## src/rtl/hall_conditioner.sv

```systemverilog
// -----------------------------------------------------------------------------
// hall_conditioner
//   Conditions the three raw Hall inputs of one BLDC motor. It synchronizes
//   them, optionally glitch-filters them, and rejects the illegal codes 000
//   and 111. It tracks direction and a signed position count, and measures
//   the commutation period in clock cycles.
//
//   Optional feature macro: HALL_FILTER_EN
//     defined   -> a new code must be stable for FILTER_CYCLES clocks before
//                  it is accepted (raw-to-output latency FILTER_CYCLES+3)
//     undefined -> every change of the synchronized code is accepted on the
//                  next edge (latency 3); FILTER_CYCLES is ignored
//
// Ports
//   clock         in   system clock, rising edge
//   reset_n       in   asynchronous active-low reset
//   hall_raw      in   [2:0] unsynchronized Hall pins {C,B,A}
//   hall          out  [2:0] last accepted legal code (to phase driver)
//   hall_valid    out  hall is legal and current (not faulted)
//   hall_fault    out  last accepted code was 000 or 111
//   step          out  one-clock pulse on an adjacent legal transition
//   skip          out  one-clock pulse on a non-adjacent legal transition
//   dir           out  1 = forward, 0 = reverse (direction of last step)
//   position      out  [COUNT_WIDTH-1:0] signed step count, wraps
//   period        out  [PERIOD_WIDTH-1:0] clocks between the last two steps
//   period_valid  out  period holds a real measurement
//   stalled       out  step-interval counter saturated
// -----------------------------------------------------------------------------
module hall_conditioner #(
  parameter int FILTER_CYCLES = 16,
  parameter int PERIOD_WIDTH  = 16,
  parameter int COUNT_WIDTH   = 16
) (
  input  logic                    clock,
  input  logic                    reset_n,
  input  logic [2:0]              hall_raw,
  output logic [2:0]              hall,
  output logic                    hall_valid,
  output logic                    hall_fault,
  output logic                    step,
  output logic                    skip,
  output logic                    dir,
  output logic [COUNT_WIDTH-1:0]  position,
  output logic [PERIOD_WIDTH-1:0] period,
  output logic                    period_valid,
  output logic                    stalled
);

  localparam logic [1:0] ST_INIT  = 2'd0;
  localparam logic [1:0] ST_TRACK = 2'd1;
  localparam logic [1:0] ST_FAULT = 2'd2;

  localparam logic [PERIOD_WIDTH-1:0] PERIOD_MAX = {PERIOD_WIDTH{1'b1}};
  localparam logic [PERIOD_WIDTH-1:0] PERIOD_ONE = {{(PERIOD_WIDTH-1){1'b0}}, 1'b1};
  localparam logic [COUNT_WIDTH-1:0]  COUNT_ONE  = {{(COUNT_WIDTH-1){1'b0}}, 1'b1};

  // Position of a code in the forward cycle 001,011,010,110,100,101;
  // 7 marks an illegal code.
  function automatic logic [2:0] hall_index(input logic [2:0] code);
    logic [2:0] idx;
    case (code)
      3'b001:  idx = 3'd0;
      3'b011:  idx = 3'd1;
      3'b010:  idx = 3'd2;
      3'b110:  idx = 3'd3;
      3'b100:  idx = 3'd4;
      3'b101:  idx = 3'd5;
      default: idx = 3'd7;
    endcase
    return idx;
  endfunction

  function automatic logic [2:0] fwd_index(input logic [2:0] idx);
    return (idx == 3'd5) ? 3'd0 : idx + 3'd1;
  endfunction

  function automatic logic [2:0] rev_index(input logic [2:0] idx);
    return (idx == 3'd0) ? 3'd5 : idx - 3'd1;
  endfunction

  logic [2:0] meta_r;
  logic [2:0] sync_r;
  logic       accept_s;
  logic [2:0] acc_code_s;

  // Two-flop synchronizer on the raw pins.
  always_ff @(posedge clock or negedge reset_n) begin
    if (!reset_n) begin
      meta_r <= 3'b000;
      sync_r <= 3'b000;
    end else begin
      meta_r <= hall_raw;
      sync_r <= meta_r;
    end
  end

`ifdef HALL_FILTER_EN
  // Out-of-range settings are clamped into 1..255.
  localparam int FC = (FILTER_CYCLES < 1) ? 1 :
                      ((FILTER_CYCLES > 255) ? 255 : FILTER_CYCLES);
  localparam logic [7:0] FC_LAST = 8'(FC - 1);
  localparam logic [7:0] FC_MAX  = 8'(FC);

  logic [2:0] cand_r;
  logic [7:0] stable_r;

  // Candidate tracker: reload on any change, otherwise count up and hold
  // at FC so an unchanged code is accepted exactly once.
  always_ff @(posedge clock or negedge reset_n) begin
    if (!reset_n) begin
      cand_r   <= 3'b000;
      stable_r <= 8'd0;
    end else if (sync_r != cand_r) begin
      cand_r   <= sync_r;
      stable_r <= 8'd0;
    end else if (stable_r != FC_MAX) begin
      stable_r <= stable_r + 8'd1;
    end else begin
      stable_r <= stable_r;
    end
  end

  // The count reads FC-1 on the FC-th consecutive stable clock.
  assign accept_s   = (sync_r == cand_r) && (stable_r == FC_LAST);
  assign acc_code_s = cand_r;
`else
  logic [2:0] prev_r;

  // Previous synchronized code, used for change detection.
  always_ff @(posedge clock or negedge reset_n) begin
    if (!reset_n) begin
      prev_r <= 3'b000;
    end else begin
      prev_r <= sync_r;
    end
  end

  assign accept_s   = (sync_r != prev_r);
  assign acc_code_s = sync_r;
`endif

  logic [2:0] new_idx_s;
  logic [2:0] old_idx_s;
  logic       legal_s;
  logic       is_fwd_s;
  logic       is_rev_s;
  logic       is_same_s;

  // Classify the accepted code relative to the current hall code.
  always_comb begin
    new_idx_s = hall_index(acc_code_s);
    old_idx_s = hall_index(hall);
    legal_s   = (new_idx_s != 3'd7);
    is_fwd_s  = legal_s && (new_idx_s == fwd_index(old_idx_s));
    is_rev_s  = legal_s && (new_idx_s == rev_index(old_idx_s));
    is_same_s = legal_s && (new_idx_s == old_idx_s);
  end

  logic [1:0]              state_r;
  logic [PERIOD_WIDTH-1:0] interval_r;
  logic                    have_step_r;

  // Direction/position FSM and step-period measurement.
  always_ff @(posedge clock or negedge reset_n) begin
    if (!reset_n) begin
      state_r      <= ST_INIT;
      hall         <= 3'b000;
      hall_valid   <= 1'b0;
      hall_fault   <= 1'b0;
      step         <= 1'b0;
      skip         <= 1'b0;
      dir          <= 1'b0;
      position     <= {COUNT_WIDTH{1'b0}};
      period       <= {PERIOD_WIDTH{1'b0}};
      period_valid <= 1'b0;
      stalled      <= 1'b0;
      interval_r   <= {PERIOD_WIDTH{1'b0}};
      have_step_r  <= 1'b0;
    end else begin
      step <= 1'b0;
      skip <= 1'b0;
      case (state_r)
        ST_INIT, ST_FAULT: begin
          if (accept_s && legal_s) begin
            // (Re)load without a step; a new measurement episode starts.
            state_r      <= ST_TRACK;
            hall         <= acc_code_s;
            hall_valid   <= 1'b1;
            hall_fault   <= 1'b0;
            period_valid <= 1'b0;
            stalled      <= 1'b0;
            interval_r   <= {PERIOD_WIDTH{1'b0}};
            have_step_r  <= 1'b0;
          end else if (accept_s) begin
            state_r      <= ST_FAULT;
            hall_fault   <= 1'b1;
            hall_valid   <= 1'b0;
            period_valid <= 1'b0;
          end else begin
            state_r <= state_r;
          end
        end
        ST_TRACK: begin
          if (accept_s && !legal_s) begin
            state_r      <= ST_FAULT;
            hall_fault   <= 1'b1;
            hall_valid   <= 1'b0;
            period_valid <= 1'b0;
          end else if (accept_s && (is_fwd_s || is_rev_s)) begin
            step         <= 1'b1;
            dir          <= is_fwd_s;
            position     <= is_fwd_s ? (position + COUNT_ONE) : (position - COUNT_ONE);
            hall         <= acc_code_s;
            // A saturated counter cannot be incremented; report full scale.
            period       <= (interval_r == PERIOD_MAX) ? PERIOD_MAX : (interval_r + PERIOD_ONE);
            period_valid <= have_step_r && (interval_r != PERIOD_MAX);
            stalled      <= 1'b0;
            interval_r   <= {PERIOD_WIDTH{1'b0}};
            have_step_r  <= 1'b1;
          end else if (accept_s && !is_same_s) begin
            // Lost steps: the next step cannot be a clean measurement.
            skip         <= 1'b1;
            hall         <= acc_code_s;
            period_valid <= 1'b0;
            interval_r   <= {PERIOD_WIDTH{1'b0}};
            have_step_r  <= 1'b0;
          end else if (interval_r >= (PERIOD_MAX - PERIOD_ONE)) begin
            interval_r   <= PERIOD_MAX;
            stalled      <= 1'b1;
            period_valid <= 1'b0;
          end else begin
            interval_r <= interval_r + PERIOD_ONE;
          end
        end
        default: begin
          state_r <= ST_INIT;
        end
      endcase
    end
  end

endmodule

```

## config.mk

```make
export PLATFORM = sky130hd
export DESIGN_NAME = hall_conditioner
export DESIGN_NICKNAME = d
export VERILOG_FILES = /design/src/rtl/hall_conditioner.sv
export SDC_FILE = /design/constraint.sdc
export NUM_CORES = 1
export LEC_CHECK = 0
export BUFFER_PORTS_ARGS = -buffer_cell sky130_fd_sc_hd__buf_4
export CAP_MARGIN = 25
export CELL_PAD_IN_SITES_DETAIL_PLACEMENT = 0
export CELL_PAD_IN_SITES_GLOBAL_PLACEMENT = 2
export CORE_MARGIN = 3
export CORE_UTILIZATION = 39
export DETAILED_ROUTE_END_ITERATION = 8
export PLACE_DENSITY_LB_ADDON = 0.05
export SLEW_MARGIN = 15
export SYNTH_ARGS = -nofsm -noshare
export SYNTH_HDL_FRONTEND = slang
export SYNTH_SLANG_ARGS = --single-unit
```

## constraint.sdc

```tcl
create_clock -name clock -period 5.4 [get_ports clock]
set_input_delay 0.27 -clock clock [delete_from_list [all_inputs] [get_ports clock]]
set_output_delay 0.27 -clock clock [all_outputs]
set_load 0.02 [all_outputs]
```

; ---- Word level (Yosys, flattened, before mapping)
; Cells that the tools add are included.
[totals]
regBits = 70
latchBits = 0
mem_bits_rw = 0
mem_bits_ro = 0
inputBits = 5
output_inout_bits = 42
elab_cells = 127
memories = 0
[op_classes]
n_addsub = 5
mul = 0
n_div = 0
order_cmp = 1
eq_ne = 30
shift = 0
muxes = 52
bitwise = 1
n_reduce_logical = 22
[op_table]
columns = op, count
row1 = 16-bit two-way mux, 7
row2 = 3-bit case mux with 6 select lines, 2
row3 = "16-bit by 1-bit adder with 16-bit output, second input constant", 2
row4 = 16-bit case mux with 2 select lines, 1
row5 = 1-bit two-way mux, 26
row6 = "3-bit == test, second input constant", 7
row7 = 3-bit two-way mux, 6
row8 = "16-bit == test, second input constant", 1
row9 = "16-bit >= comparator, second input constant", 1
row10 = "16-bit != test, second input constant", 1
row11 = "16-bit by 1-bit subtractor with 16-bit output, second input constant", 1
row12 = "3-bit != test, second input constant", 5
row13 = "3-bit by 2-bit == test with 1-bit output, second input constant", 4
row14 = 3-bit AND reduction, 4
row15 = 1-bit case mux with 2 select lines, 5
row16 = 3-bit == test, 3
row17 = 1-bit logical AND, 8
row18 = "3-bit by 1-bit == test with 1-bit output, second input constant", 2
row19 = 2-bit two-way mux, 3
row20 = "2-bit != test, second input constant", 3
row21 = 3-bit case mux with 2 select lines, 1
row22 = "5-bit != test, second input constant", 1
row23 = 5-bit AND reduction, 1
row24 = 2-bit case mux with 2 select lines, 1
row25 = other kinds (14), 15

; ---- Logic depth before layout (Yosys ltp)
[depth]
ltp_word = 11
depth_mapped = 15
depth_no_buf = 13

; ---- Least setup slack after synthesis
; OpenSTA, ideal clock, no wires.
[synth_path]
path_type = reg2reg
startpoint = reg sync_r[1], in the netlist acc_code_s[1]
endpoint = reg position[10]
setup_ns = 0.069
arrival_ns = 3.439
t_required_ns = 5.331
setup_slack_ns = 1.892
path_stages_with_launch = 15
n_path_buf = 2
period_less_slack_ns = 3.508
path_cell_list = dfrtp_1 -> buf_2 -> clkbuf_1 -> mux2_2 -> a21oi_1 -> o22a_1 -> inv_1 -> fa_1 -> nor2b_1 -> o21ai_0 -> a21o_1 -> a31oi_1 -> nand3_1 -> a211o_1 -> nand3_1
[synth_between]
elab_chain_len = 7
elab_cells_between_ends = 20
classes_between = eq/ne: 10 / mux: 2 / bitwise: 1 / reduce/logical: 7
[synth_rtl]
columns = item, line_no
row1 = start: declaration, 82  ; logic [2:0] sync_r;
row2 = start signal: assignment, 93  ; sync_r <= meta_r;
row3 = 3-bit == test (tied with other cells), 61  ; case (code)
row4 = 3-bit case mux with 6 select lines *, 61
row5 = 3-bit != test / 3-bit == test (equally long branches), "153, 154"
row6 = 1-bit logical AND *, 154  ; is_fwd_s = legal_s && (new_idx_s == fwd_index(old_idx_s));
row7 = net is_fwd_s, 145  ; logic is_fwd_s;
row8 = 1-bit logical OR, 209  ; end else if (accept_s && (is_fwd_s || is_rev_s)) begin
row9 = 1-bit logical AND, 209
row10 = 3-bit AND reduction (no source line), --
row11 = end signal: assignment, 173  ; position <= {COUNT_WIDTH{1'b0}};
row12 = end signal: assignment, 212  ; position <= is_fwd_s ? (position + COUNT_ONE) : (position - COUNT_ONE);
row13 = end: declaration, 43  ; output logic [COUNT_WIDTH-1:0] position,
; Mark *: on every way through the listed nets, which the timed path passes. The rest lies on a longest branch.
; A chain may end at the register's enable or synchronous reset.

; ---- Final worst setup path
; Ends and elaborated chain as after synthesis.

==> impl_results.md <==
* Final setup fails at 0
* Data arrival time of the worst path at between 4 and 5 ns
* EDFF count, synth at 0
* Hold Crit Class: primary input to flop
* Fmax at 252.2 MHz
* CTS tree: built
* Setup CP Type: flop to flop
* Port bufs at 46
* Postcts setup bufs at 0
* Longest Clk Path Bufs at 2
* Lkg Pwr at 2.136 nW
* Die Area at 11390 um^2
* Share of the synthesized area in the top cell type at 44.29%
* Busiest grt layer: met2
* Core footprint at 9819 um^2
* I/O pin count at 47
* RSZ-0062 raised after global routing: false
* Chip Width at approximately 110 um
* DRC errors left at 0
* Synth Cell Area at slightly below 4000 um^2
* Initial antenna violation count at 0
* Final Hold Viols at 0
* Max stage delay on crit path at 0.70 ns
* Root Buffer: clkbuf_8
* Final GP Congestion at about 0.76
* Die H at 106.7 um
* Post_cts resized at 0
* Inst Count DP at 581
* Slowest-stage cell, CP: dfrtp_1
* Final nets at 482
* Worst setup SP type: flop
* Largest net degree at the start of global routing at 71
* Max-slew violation count at 0
* Slew @ Worst Pin at approximately 0.92 ns
* Reg clk slew, reported paths at 0.08 ns
* Synth top cells by count: dfrtp_1 (70), nand2_1 (39), o21ai_0 (38)
* Total grt overflow at 0
* Nature of the critical path endpoint: flop
* Non-Filler Instances at 597
* DR iter-0 viols at 119
* Vias per inst at about 5.3
* Std cell rows at 36
* Synth async-reset ratio at between 90% and 100%
* Max FO, Critical Path at 20
* First-pass GRT wire length at 15240 um
* Gr usage total at 16.49%
* Final WL at a little under 9000 um
* Wirelength per Cell at 14.73 um
* WP data required at 5.67 ns
* Final hold slack at 0.03368 ns
* Crit path time final at 3.965 ns
* Clock Latency Late Sink at 0.34 ns
* GR Util met2 at 27.56%
* Final Cycle Share at around 73%
* # hold bufs at CTS at 0
* Diodes inserted at 0
* Slew HR at between 30% and 40%
* Prevailing post-synth register cell: dfrtp_1
* Vias at 3143
* First-pass iteration count of the detailed router at 4
* VDD IR max at between 0.2 and 0.25 mV
* Kind of cell adding the most delay to the critical path: compound AO/OA/AOI/OAI gates
* M1 GR Usage at between 20% and 30%
* PwrDens at 560.3 nW/um^2
* Top cells by area, synth: dfrtp_1 (44%), ha_1 (5.4%), o21ai_0 (4.8%)
* Post-synthesis sequential area ratio at 44.29%
* Grt met3 use at 4.335%
* Most used cell along the critical path: nand3_1
* #FFs+latches synth at 70
* Most frequent cell after synthesis: dfrtp_1
* Max-cap violation count at 0
* Depth of the CTS H-tree at 3
* Syn. warnings at 0
* Total power at between 2 and 3 mW
* Area leader, netlist: dfrtp_1
* Synth Area per Inst at about 9.4 um^2
* Layout Skew at 0.01039 ns
* Net Count, Synth at 445
* Setup TNS at 0 ns
* Share of layout cells above drive strength 1 at 15.73%
* Vias in the first global route at 3129
* Clock net sink count at 70
* FF-to-FF setup slack at ~1.4 ns
* Crit path buf inv count at 1
* Total CTS buffers at 9
* Post-route ant nets at 0
* Gate Count Post-Synth at approximately 420
* CP cell instances: mux2_2 > a21oi_1 > o22a_1 > inv_1 > fa_1 > nor2b_1 > o21ai_0 > a21o_1 > a31oi_1 > nand3_1 > a211o_1 > nand3_1
* Unique masters post-synth at 51
* Area delta synth->final at 16.26%
* DP HPWL at 5950 um
* Starting Density at 40.28%
* Filler cells at 974
* Status: finished clean
-- cells by family (layout without fill, tap and decap cells) --
kind of cell | after synthesis | after routing | synth area share, %
xor+xnor | 34 | 34 | 7.529
simple gates | 127 | 127 | 15.66
flops | 70 | 70 | 44.29
fa+ha+maj | 18 | 18 | 5.884
buf+inv | 37 | 79 | 3.986
compound gates | 132 | 132 | 21.51
mux | 4 | 4 | 1.139
-- through the flow --
stage	setup WS, ns	util (%)	area, um^2
floorplan	1.892	-	3955
global placement	1.564	44.65	4384
detailed placement	1.467	44.65	4384
CTS	1.428	46.83	4598
global route	1.078	46.83	4598
finish	1.435	46.83	4598
-- layout by cell type (no fill, tap or decap), types with 14 or more instances in the layout --
cell	instances
dfrtp_1	70
buf_4	49
nand2_1	39
o21ai_0	38
a21oi_1	31
nor2_1	27
nand3_1	19
xor2_1	18
ha_1	17
xnor2_1	16
a21o_1	16
inv_1	14
a22o_1	14
-- worst paths after layout --
path                                from       endpoint  cells past startpoint
setup / recovery           acc_code_s[1]   position[10]                     12
hold / removal               hall_raw[1]      meta_r[1]                      1
min in group asynchronous        reset_n      prev_r[1]                      1
max in group asynchronous        reset_n     period[12]                      1
hold reg to reg                meta_r[0]  acc_code_s[0]                      0
setup reg to reg           acc_code_s[1]   position[10]                     12
-- power breakdown --
group          total (mW)  switching [mW]  internal (mW)  leakage [nW]
logic                1.32           0.743          0.577          1.15
registers           0.798           0.132          0.666         0.878
clock network       0.458           0.198          0.259         0.106
-- cell type report --
| class | instances | area, um^2 | area share (%) |
|---|---|---|---|
| Sequential cell | 70 | 1752 | 38.10 |
| Inverter | 14 | 52.55 | 1.143 |
| Timing Repair Buffer | 49 | 367.9 | 8.000 |
| Clock buffer | 10 | 127.6 | 2.776 |
| Tap cell | 133 | 166.4 | 3.619 |
| Clock inverter | 6 | 86.33 | 1.878 |
| Multi-Input combinational cell | 315 | 2046 | 44.49 |
-- registers in the layout (all words and copies together), names as in the netlist, 2 cells and up --
| register | cells |
|---|---|
| state_r | 2 |
| acc_code_s | 3 |
| meta_r | 3 |
| hall | 3 |
| position | 16 |
| interval_r | 16 |
| prev_r | 3 |
| period | 16 |
-- layer usage --
metal	vias to the layer above	part of all wire, %
met5	-	0
met4	0	1.4
met3	11	3.2
met2	45	47
met1	1505	48
li1	1582	-
(Power assumes the default switching activity.)
